**src/rtl/fifo_wr_arb.sv**
```systemverilog
// fifo_wr_arb: round-robin arbiter committing two producers' words into a FIFO, retrying on overflow.
module fifo_wr_arb #(
  parameter int DATA_WIDTH = 16,
  parameter int CNT_WIDTH  = 8
) (
  input  logic                  clk,
  input  logic                  rst_n,
  input  logic                  req0,
  input  logic                  req1,
  input  logic [DATA_WIDTH-1:0] din0,
  input  logic [DATA_WIDTH-1:0] din1,
  output logic                  gnt0,
  output logic                  gnt1,
  input  logic                  fifo_full,
  input  logic                  fifo_wr_ack,
  input  logic                  fifo_overflow,
  output logic                  fifo_wr_en,
  output logic [DATA_WIDTH-1:0] fifo_din,
  output logic [CNT_WIDTH-1:0]  retry_cnt,
  output logic                  busy
);
  typedef enum logic [1:0] {IDLE, WRITE, RESP, HOLD} state_t;
  state_t                state_q, state_d;
  logic                  owner_q, owner_d;
  logic                  last_q, last_d;
  logic [DATA_WIDTH-1:0] din_q, din_d;
  logic [CNT_WIDTH-1:0]  cnt_q, cnt_d;
  logic                  sel;
  assign sel = (req0 & req1) ? ~last_q : req1;
  always_comb begin
    state_d = state_q;
    owner_d = owner_q;
    last_d  = last_q;
    din_d   = din_q;
    cnt_d   = cnt_q;
    case (state_q)
      IDLE: if ((req0 | req1) && !fifo_full) begin
        state_d = WRITE;
        owner_d = sel;
        din_d   = sel ? din1 : din0;
      end
      WRITE: state_d = RESP;
      // overflow and a missing ack are treated alike; ack wins when both are seen
      RESP: if (fifo_wr_ack) begin
        state_d = IDLE;
        last_d  = owner_q;
      end else begin
        state_d = HOLD;
        cnt_d   = &cnt_q ? cnt_q : cnt_q + 1'b1;
      end
      HOLD: state_d = fifo_full ? HOLD : WRITE;
      default: state_d = IDLE;
    endcase
  end
  always_ff @(posedge clk or negedge rst_n) begin
    if (!rst_n) begin
      state_q <= IDLE;
      owner_q <= 1'b0;
      last_q  <= 1'b1;
      din_q   <= '0;
      cnt_q   <= '0;
    end else begin
      state_q <= state_d;
      owner_q <= owner_d;
      last_q  <= last_d;
      din_q   <= din_d;
      cnt_q   <= cnt_d;
    end
  end
  assign fifo_wr_en = state_q == WRITE;
  assign fifo_din   = din_q;
  assign retry_cnt  = cnt_q;
  assign busy       = state_q != IDLE;
  assign gnt0       = state_q == RESP && fifo_wr_ack && !owner_q;
  assign gnt1       = state_q == RESP && fifo_wr_ack && owner_q;
endmodule

```
**config.mk**
```make
export PLATFORM = sky130hd
export DESIGN_NAME = fifo_wr_arb
export DESIGN_NICKNAME = d
export VERILOG_FILES = /design/src/rtl/fifo_wr_arb.sv
export SDC_FILE = /design/constraint.sdc
export NUM_CORES = 1
export LEC_CHECK = 0
export CAP_MARGIN = 20
export CORE_ASPECT_RATIO = 2
export CORE_MARGIN = 2
export CORE_UTILIZATION = 30
export CTS_BUF_LIST = sky130_fd_sc_hd__clkbuf_16
export DETAILED_ROUTE_END_ITERATION = 8
export GPL_ROUTABILITY_DRIVEN = 0
export PLACE_DENSITY_LB_ADDON = 0.12
export SLEW_MARGIN = 20
export SYNTH_ARGS = -nofsm -noshare
export SYNTH_HDL_FRONTEND = slang
export SYNTH_SLANG_ARGS = --single-unit
```
**constraint.sdc**
```tcl
create_clock -name clk -period 1.7 [get_ports clk]
set_input_delay 0.34 -clock clk [delete_from_list [all_inputs] [get_ports clk]]
set_output_delay 0.34 -clock clk [all_outputs]
set_load 0.02 [all_outputs]
```
==> results_dict.tcl <==
set metrics [dict create \
    status "complete, no violations" \
    syn_avg_cell_area_um2 10.8 \
    postLayoutCoreUtil 0.521 \
    skew_ps 8.81 \
    antenna_found_initial 0 \
    drtIter0Drc 7 \
    finalHoldViolations 0 \
    grt.total_usage 0.145 \
    ys_seq_area_frac 0.533 \
    synth_cell_type_count 31 \
    synth_top_area_share 0.513 \
    cts_sinks 28 \
    dp_hpwl_um 2620 \
    yosys-top-cells-area "dfrtp_1, mux2i_1, nand2_1" \
    slew_violations 0 \
    overflow 0 \
    ys_ff_latch 28 \
    viasPerCell 4.65 \
    r2r_slack_ps 140 \
    power.density_nw_per_um2 1560 \
    grt_pass1_wl_um 5570 \
    clkPwrFrac 0.198 \
    synth-warning-count 0 \
    leakage_nw 1.04 \
    path_buf_inv 1 \
    place_ws_ps -273 \
    crit_chain "clkdlybuf4s50_1" \
    die_w_um 50.8 \
    synth_edf_count 0 \
    drv_cap 0 \
    cts-root-buf "clkbuf_16" \
    finalNonFillerCells 252 \
    async_flop_share 1.00 \
    power.internal_mw 2.26 \
    synth_ff_type "dfrtp_1" \
    slowest_stage "clkdlybuf4s50_1" \
    swShare 0.352 \
    coreArea_um2 4300 \
    synth_common_cells "dfrtp_1, nand2_1, mux2i_1" \
    synthToLayoutAreaGrowth_pct 70.0 \
    vias 1171 \
    dieArea_um2 4970 \
    grt_max_degree 29 \
    cts_tree "done" \
    period_share 0.971 \
    post-route-min-period_ps 1650 \
    critPathMaxFanout 5 \
    postPlaceCellArea_um2 2120 \
    dieHeight_um 97.7 \
    antennaDiodeCount 0 \
    sequentialPowerShare 0.336 \
    finalSetupViolations 0 \
    syn_area_um2 1320 \
    fin_area_um2 2240 \
    power_frac_comb 0.466 \
    clkTransAtPathRegs_ps 70 \
    synth_nets 162 \
    fin_ws_ps 48.8 \
    dp_cells 246 \
    pin_count 67 \
    cp.arrival_ps 1310 \
    max_freq_mhz 606 \
    min_path_type "input port to async pin" \
    clk_latency_ps 260 \
    critPathKind "flip-flop to output pin" \
    cp_top_family "buffers and inverters" \
    placementRows 34 \
    drive_gt1_frac 0.136 \
    clock_path_buffers 2 \
    startpoint_type "flip-flop" \
    syn_inst 122 \
    grt_pass1_vias 1266 \
    detail-route-antenna-nets 0 \
    tightestPinTransition_ps 364 \
    num-nets-final 239 \
    worst_ep_required_time_ps 1360 \
    synth.most_common_cell "dfrtp_1" \
    synth_top_area_cell "dfrtp_1" \
    routed_wl_um 3340 \
    cts_buffers 3 \
    drc 0 \
    power.net_switching_mw 1.23 \
    port_buffers 65 \
    relSlewSlack 0.757 \
    slowest_delay_ps 630 \
    first_pass_iters 2 \
    irDropWorstVdd_mv 0.925 \
    wl_per_cell_um 13.3 \
    cp-end-kind "output pin" \
    htree_levels 1 \
    start_util 0.306 \
]
-- cell usage in the layout, fill, tap and decap left out, types with 3 or more instances in the layout --
master            n
dlymetal6s2s_1    3
xnor2_1           3
buf_4            10
dlygate4sd2_1     3
clkdlybuf4s50_1  57
clkbuf_16         3
o21ai_0          12
dfrtp_1          27
mux2i_1          16
a21oi_1           3
nand2_1          21
o21ai_1           8
-- routing by layer --
layer	vias to the layer above	part of all wire	track usage
met5	-	0	0
met4	0	0.0084	0.0561
met3	2	0.061	0.0308
met2	44	0.57	0.268
met1	542	0.36	0.153
li1	583	-	-
-- area by class of cell --
cell class | instances | area, µm²
clock inverters | 1 | 30.0
fillers | 379 | 2060
flip-flops and latches | 28 | 702
well taps | 54 | 67.6
multi-input cells | 88 | 599
clock buffers | 3 | 75.1
repair buffers | 77 | 759
inverters | 1 | 3.75
-- registers in the layout (all words and copies together), names as in the netlist --
register   cells
retry_cnt      8
state_q        2
last_q         1
fifo_din      16
owner_q        1
-- power by group through the flow --
stage	Sequential, mW	Combinational (mW)	Clock [mW]
after CTS	1.18	1.66	0.711
after floorplan	1.45	0.510	0
after detailed placement	1.18	1.67	0
after global placement	1.17	1.63	0
final	1.17	1.62	0.691
after global routing	1.21	1.77	0.738
-- kinds of logic (layout without fill, tap and decap cells) --
kind of cell | after synthesis | in the layout | synth area share
adders and majority gates | 1 | 1 | 0.00950
muxes | 20 | 20 | 0.159
buffers and inverters | 6 | 82 | 0.0209
and+or+nand+nor | 36 | 36 | 0.143
DFF | 28 | 28 | 0.533
AOI/OAI and AO/OA | 28 | 28 | 0.115
xor gates and xnor gates | 3 | 3 | 0.0200
-- through the flow --
step                power (mW)  hold WS [ps]  TNS (ps)
floorplan                 1.96          44.4         0
global placement          2.80           464     -1520
detailed placement        2.85           475     -1700
CTS                       3.55           476         0
global route              3.72           485     -1.84
finish                    3.49           465         0
-- path summary, 6_finish.rpt --
path,from,end,depth (start not counted)
setup / recovery,retry_cnt[2],retry_cnt[2],1
hold reg to reg,fifo_din[9],fifo_din[9],2
max in group asynchronous,rst_n,last_q,2
hold / removal,rst_n,fifo_din[8],2
min in group clk,fifo_wr_ack,last_q,3
setup reg to reg,state_q[0],retry_cnt[5],5
-- repair_timing --
item	CTS	global route
hold buffers	0	0
setup buffers	2	0
gates resized for setup	7	6
setup endpoints to repair	6	8
gates cloned	0	0
pin swaps	1	1
Power figures use the tool's default switching activity.
==> RTL change 1: new RTL, same flow settings <==
`din_q` no longer has a reset.
--- a/src/rtl/fifo_wr_arb.sv
+++ b/src/rtl/fifo_wr_arb.sv
@@ -57,15 +57,17 @@
       state_q <= IDLE;
       owner_q <= 1'b0;
       last_q  <= 1'b1;
-      din_q   <= '0;
       cnt_q   <= '0;
     end else begin
       state_q <= state_d;
       owner_q <= owner_d;
       last_q  <= last_d;
-      din_q   <= din_d;
       cnt_q   <= cnt_d;
     end
+  end
+
+  always_ff @(posedge clk) begin
+    din_q <= din_d;
   end
   assign fifo_wr_en = state_q == WRITE;
   assign fifo_din   = din_q;
Function: changed (Yosys sat finds a counterexample within 4 cycles, from zero or initial values and one cycle with rst_n low).
==> RTL change 1 against the unedited design <==
Total power is 23% lower; critical path depth is the same; global-route usage is 1.8 points lower; synthesized area rose by 2.6%; hold slack worse by 0.023 ns; largest cell class is now sequential cells; cell area is 0.50% lower; setup slack gained 0.017 ns; fmax up 1.1%; sequential power fell by 13%; register-to-register slack gained 0.06 ns; combinational power decreased by 30%; critical path type unchanged; clock skew shrank 0.0068 ns; sequential cell count stayed put; routed wire length down 6.2%.
==> RTL change 1: results (changes against the unedited design) <==
synthesis:
  synth_seq_area_share: 0.579  # +0.0460
  synth_area_leaders: "edfxtp_1 36%, dfrtp_1 20%, mux2_1 16%"
  yosys-top-cells-count: "19 x mux2_1, 16 x edfxtp_1, 11 x dfrtp_1, 4 x nand2_1, 4 x xnor2_1"
  syn-mean-instance-area_um2: 15.2  # +41%
  synth_mux_area_frac: 0.170  # +0.0109
  synthAdderAreaFrac: 0.00927  # -0.000238
  synthArstFlopShare: 0.429  # -0.571
  synth.distinct_cells: 32  # +3.2%
  synth_ff_type: "edfxtp_1"
  syn-num-nets: 129  # -20%
  synth_compound_area_frac: 0.0658  # -0.0492
setup_path:
  r2r_setup_slack_ns: 0.20  # +0.06 ns
  reg2reg_depth: 4  # -1
  rr_startpoint: "state_q[0]"
  crit_start: "retry_cnt[5]"
  arrival_ns: 1.29  # -0.02 ns
  crit_fanout: 5  # unchanged
  cp_top_family: "buffers and inverters"
  cp-endpoint: "retry_cnt[5]"
global_route:
  grt_pass1_vias: 1106  # -13%
  grt_pass1_wl_um: 5040  # -9.5%
  gr-usage-all-layers: 0.127  # -0.0180
  grt_max_degree: 17  # -41%
placement:
  hpwl_um: 2640  # +0.71%
  placed_cell_area_um2: 2160  # +2.0%
  place_worst_setup_slack_ns: -0.346  # -0.0727 ns
finish:
  nFillCells: 419  # +11%
  num_antenna_cells: 0  # unchanged
  final-instance-count-excl-fill: 221  # -12%
  nets: 208  # -13%
pwr:
  p_int_w: 0.00183  # -19%
  p_leak_nw: 0.913  # -13%
  ir_drop_v: 0.000838  # -9.4%
timing:
  worst_slack_ns: 0.0662  # +0.0174 ns
  final.setup_skew_ns: 0.00205  # -0.00677 ns
  tightest_slew_ns: 0.558  # +0.194 ns
route:
  dr_total_vias: 996  # -15%
  drt-total-wl_um: 3130  # -6.2%
  dr.pass1.iters: 3  # +1
status:
  status: "finished, final reports clean"
clocking:
  post_cts_buffers: 0  # -2
  cts_max_level: 1  # unchanged
## RTL change 1: cell types whose count changed after synthesis, moves of 10 or more
cell / change
dfrtp_1: -16
edfxtp_1: +16
mux2_1: +17
mux2i_1: -16
nand2_1: -17
o21ai_0: -10
## RTL change 1: cell type report
type	count	area share
well taps	54	0.0304
flip-flops and latches	28	0.351
multi-input cells	58	0.248
repair buffers	75	0.331
clock inverters	1	0.00169
clock buffers	3	0.0337
inverters	2	0.00337
## RTL change 1: how the worst min path moves through the flow
stage               depth (start not counted)      endpoint    start  slack (ns)
floorplan                                   0       owner_q    rst_n        0.04
detailed placement                          1       owner_q  owner_q        0.51
global route                                1  retry_cnt[0]    rst_n        0.48
finish                                      1  retry_cnt[1]    rst_n        0.44
global placement                            1       owner_q  owner_q        0.51
CTS                                         1  retry_cnt[1]    rst_n        0.46
## RTL change 1: power by group through the flow
stage	registers [W]	logic, W	clock network (W)
CTS	0.00103	0.00118	0.000535
global placement	0.00103	0.00119	0
finish	0.00102	0.00114	0.000517
global route	0.00105	0.00123	0.000561
floorplan	0.00119	0.000418	0
detailed placement	0.00104	0.00121	0
## RTL change 1: routing by layer
| metal | routed length, um | global-route usage | share of wire |
|---|---|---|---|
| met5 | 0 | 0 | 0 |
| met1 | 1090 | 0.133 | 0.35 |
| met3 | 216 | 0.0227 | 0.069 |
| met4 | 19 | 0.0364 | 0.0061 |
| met2 | 1810 | 0.245 | 0.58 |
## RTL change 1: repair_timing
item | CTS | global route
pin swaps | 0 | 0
setup endpoints to repair | 5 | 5
resized for setup | 11 | 5
hold buffers | 0 | 0
## RTL change 1: metrics by stage
step                      total power, W   util
after floorplan                  0.00161      -
final                            0.00268  0.513
after CTS                        0.00274  0.516
after global placement           0.00222  0.498
after detailed placement         0.00224  0.498
after global routing             0.00284  0.513
## RTL change 1: cells by family after synthesis
family / count (synthesis)
AOI/OAI and AO/OA: 10
buffers and inverters: 3
muxes: 20
adders and majority gates: 1
xor gates and xnor gates: 4
DFF: 28
and+or+nand+nor: 23
==> RTL change 2: new RTL, same settings <==
Made on the original files. Change the parameter `CNT_WIDTH` from 8 to 6.
--- a/src/rtl/fifo_wr_arb.sv
+++ b/src/rtl/fifo_wr_arb.sv
@@ -1,7 +1,7 @@
 // fifo_wr_arb: round-robin arbiter committing two producers' words into a FIFO, retrying on overflow.
 module fifo_wr_arb #(
   parameter int DATA_WIDTH = 16,
-  parameter int CNT_WIDTH  = 8
+  parameter int CNT_WIDTH  = 6
 ) (
   input  logic                  clk,
   input  logic                  rst_n,
Interface: changed (resized retry_cnt); port bits go from 67 to 65. No check against the original RTL was run, so the function may have changed too.
==> RTL change 2 against the unedited design <==
Setup slack better by 0.011 ns; critical path type unchanged; synthesized cell count down 5.7%; cell area shrank 5.6%; register-to-register slack improved by 0.11 ns; clock skew is 0.0072 ns lower; synthesized area shrank 6.4%; highest routed layer unchanged; sequential cell count shrank 2; routed wire length is 18% lower; die area fell by 6.0%; sequential power is 4% lower; total power down 0.99%.
==> RTL change 2: results (changes against the unedited design) <==
status:
  status: "finished, final reports clean"
synthesis:
  synthArstFlopShare: 1.00  # unchanged
  synth_seq_area_share: 0.529  # -0.00434
  synth-warning-count: 0  # unchanged
  synth_area_leaders: "dfrtp_1 51%, mux2i_1 13%, nand2_1 6.1%"
  synth.distinct_cells: 30  # -3.2%
  yosys-top-cells-count: "25 x dfrtp_1, 20 x nand2_1, 16 x mux2i_1, 12 x o21ai_0, 5 x o21ai_1"
  syn-num-nets: 155  # -4.3%
  synth_ff_type: "dfrtp_1"
clocking:
  cts_max_level: 1  # unchanged
  cts_buffer_depth: 2  # unchanged
  clock_latency_ns: 0.25
  clk_pin_slew_ns: 0.06
  post_cts_buffers: 0  # -2
  post_cts_resized: 7  # unchanged
  tritoncts.num_buffers: 3  # unchanged
  cts-root-buf: "clkbuf_16"
pwr:
  ir_drop_v: 0.000866  # -6.4%
  p_leak_nw: 0.967  # -7.4%
  fin_total_pwr_w: 0.00345  # -0.99%
setup_path:
  cp_top_family: "buffers and inverters"
  cpPeakStageDelay_ns: 0.63  # about the same
  arrival_ns: 1.30
  slowest_stage: "clkdlybuf4s50_1"
  crit_fanout: 6  # +1
placement:
  numPortBuffers: 63  # -3.1%
  place_worst_setup_slack_ns: -0.293  # -0.0202 ns
  hpwl_um: 2170  # -17%
global_route:
  grt_pass1_wl_um: 4710  # -15%
  grt_pass1_vias: 1030  # -19%
  gr-usage-all-layers: 0.128  # -0.0170
  grt_max_degree: 27  # -6.9%
  antenna_found_initial: 0  # unchanged
worst_hold_path:
  hold_path.class: "input pin to async pin"
timing:
  period_minus_slack_ns: 1.64  # -0.0114 ns
  tightest_slew_ns: 0.316  # -0.0478 ns
  final.setup_skew_ns: 0.00162  # -0.00720 ns
route:
  dr.pass1.iters: 2  # unchanged
  drt-total-wl_um: 2720  # -18%
  drt_iter0_drc: 5  # -2
  via_per_inst: 4.46  # -4.1%
finish:
  num_antenna_cells: 0  # unchanged
  nFillCells: 396  # +4.5%
  drive_gt1_frac: 0.143  # +0.00649
  nets: 230  # -3.8%
  largest_reg_flops: 16  # unchanged
RTL change 2: changes by cell type in the layout (fill, tap and decap cells not counted), sizes merged, moves of 2 or more:
cell	change
dlymetal6s2s	-3
o21ai	-3
and4	-2
dfrtp	-2
and3	+2
clkdlybuf4s50	+2
RTL change 2: layout make-up:
cell class | instances | share of cell area
sequential | 26 | 0.309
timing repair buffer | 75 | 0.347
clock buffer | 3 | 0.0356
tap | 52 | 0.0308
multi-input combinational | 82 | 0.260
inverter | 2 | 0.00356
clock inverter | 1 | 0.0142
RTL change 2: path summary, 6_finish.rpt:
path                         startpoint           end  slack (ns)  cells after the start
max in group asynchronous         rst_n        last_q        0.96                      2
hold / removal                    rst_n  retry_cnt[5]        0.45                      2
hold reg to reg             fifo_din[8]   fifo_din[8]        0.48                      2
setup / recovery           retry_cnt[2]  retry_cnt[2]        0.06                      1
min in group clk            fifo_din[8]   fifo_din[8]        0.48                      2
setup reg to reg             state_q[0]  retry_cnt[5]        0.25                      5
RTL change 2: layer usage:
layer / global-route usage / routed length (um) / vias up
met5: 0 / 0 / -
met4: 0.0571 / 38 / 0
met3: 0.0427 / 248 / 4
met2: 0.197 / 1300 / 46
met1: 0.162 / 1140 / 481
li1: - / - / 543
RTL change 2: power breakdown:
group          total (W)  internal [W]  switching [W]
clock network   0.000668      0.000468       0.000200
registers        0.00112      0.000916       0.000199
logic            0.00167      0.000876       0.000791
RTL change 2: stage by stage:
step                      setup TNS, ns  std cells  cell area (um2)  hold slack, ns
after global routing                  0        241             2110           0.479
after global placement           -0.596        237             2020           0.460
after CTS                             0        241             2120           0.465
final                                 0        241             2110           0.451
after floorplan                       0        115             1230          0.0444
after detailed placement         -0.833        237             2020           0.470
RTL change 2: kinds of logic (layout without fill, tap and decap cells):
group                    Yosys count  in the layout  share of synthesized area
buffers and inverters              7             81                     0.0315
AND/OR/NAND/NOR                   36             36                      0.148
flip-flops                        26             26                      0.529
multiplexers                      19             19                      0.160
adder cells (fa/ha/maj)            1              1                     0.0102
XOR/XNOR                           2              2                     0.0142
AO/OA/AOI/OAI                     24             24                      0.107
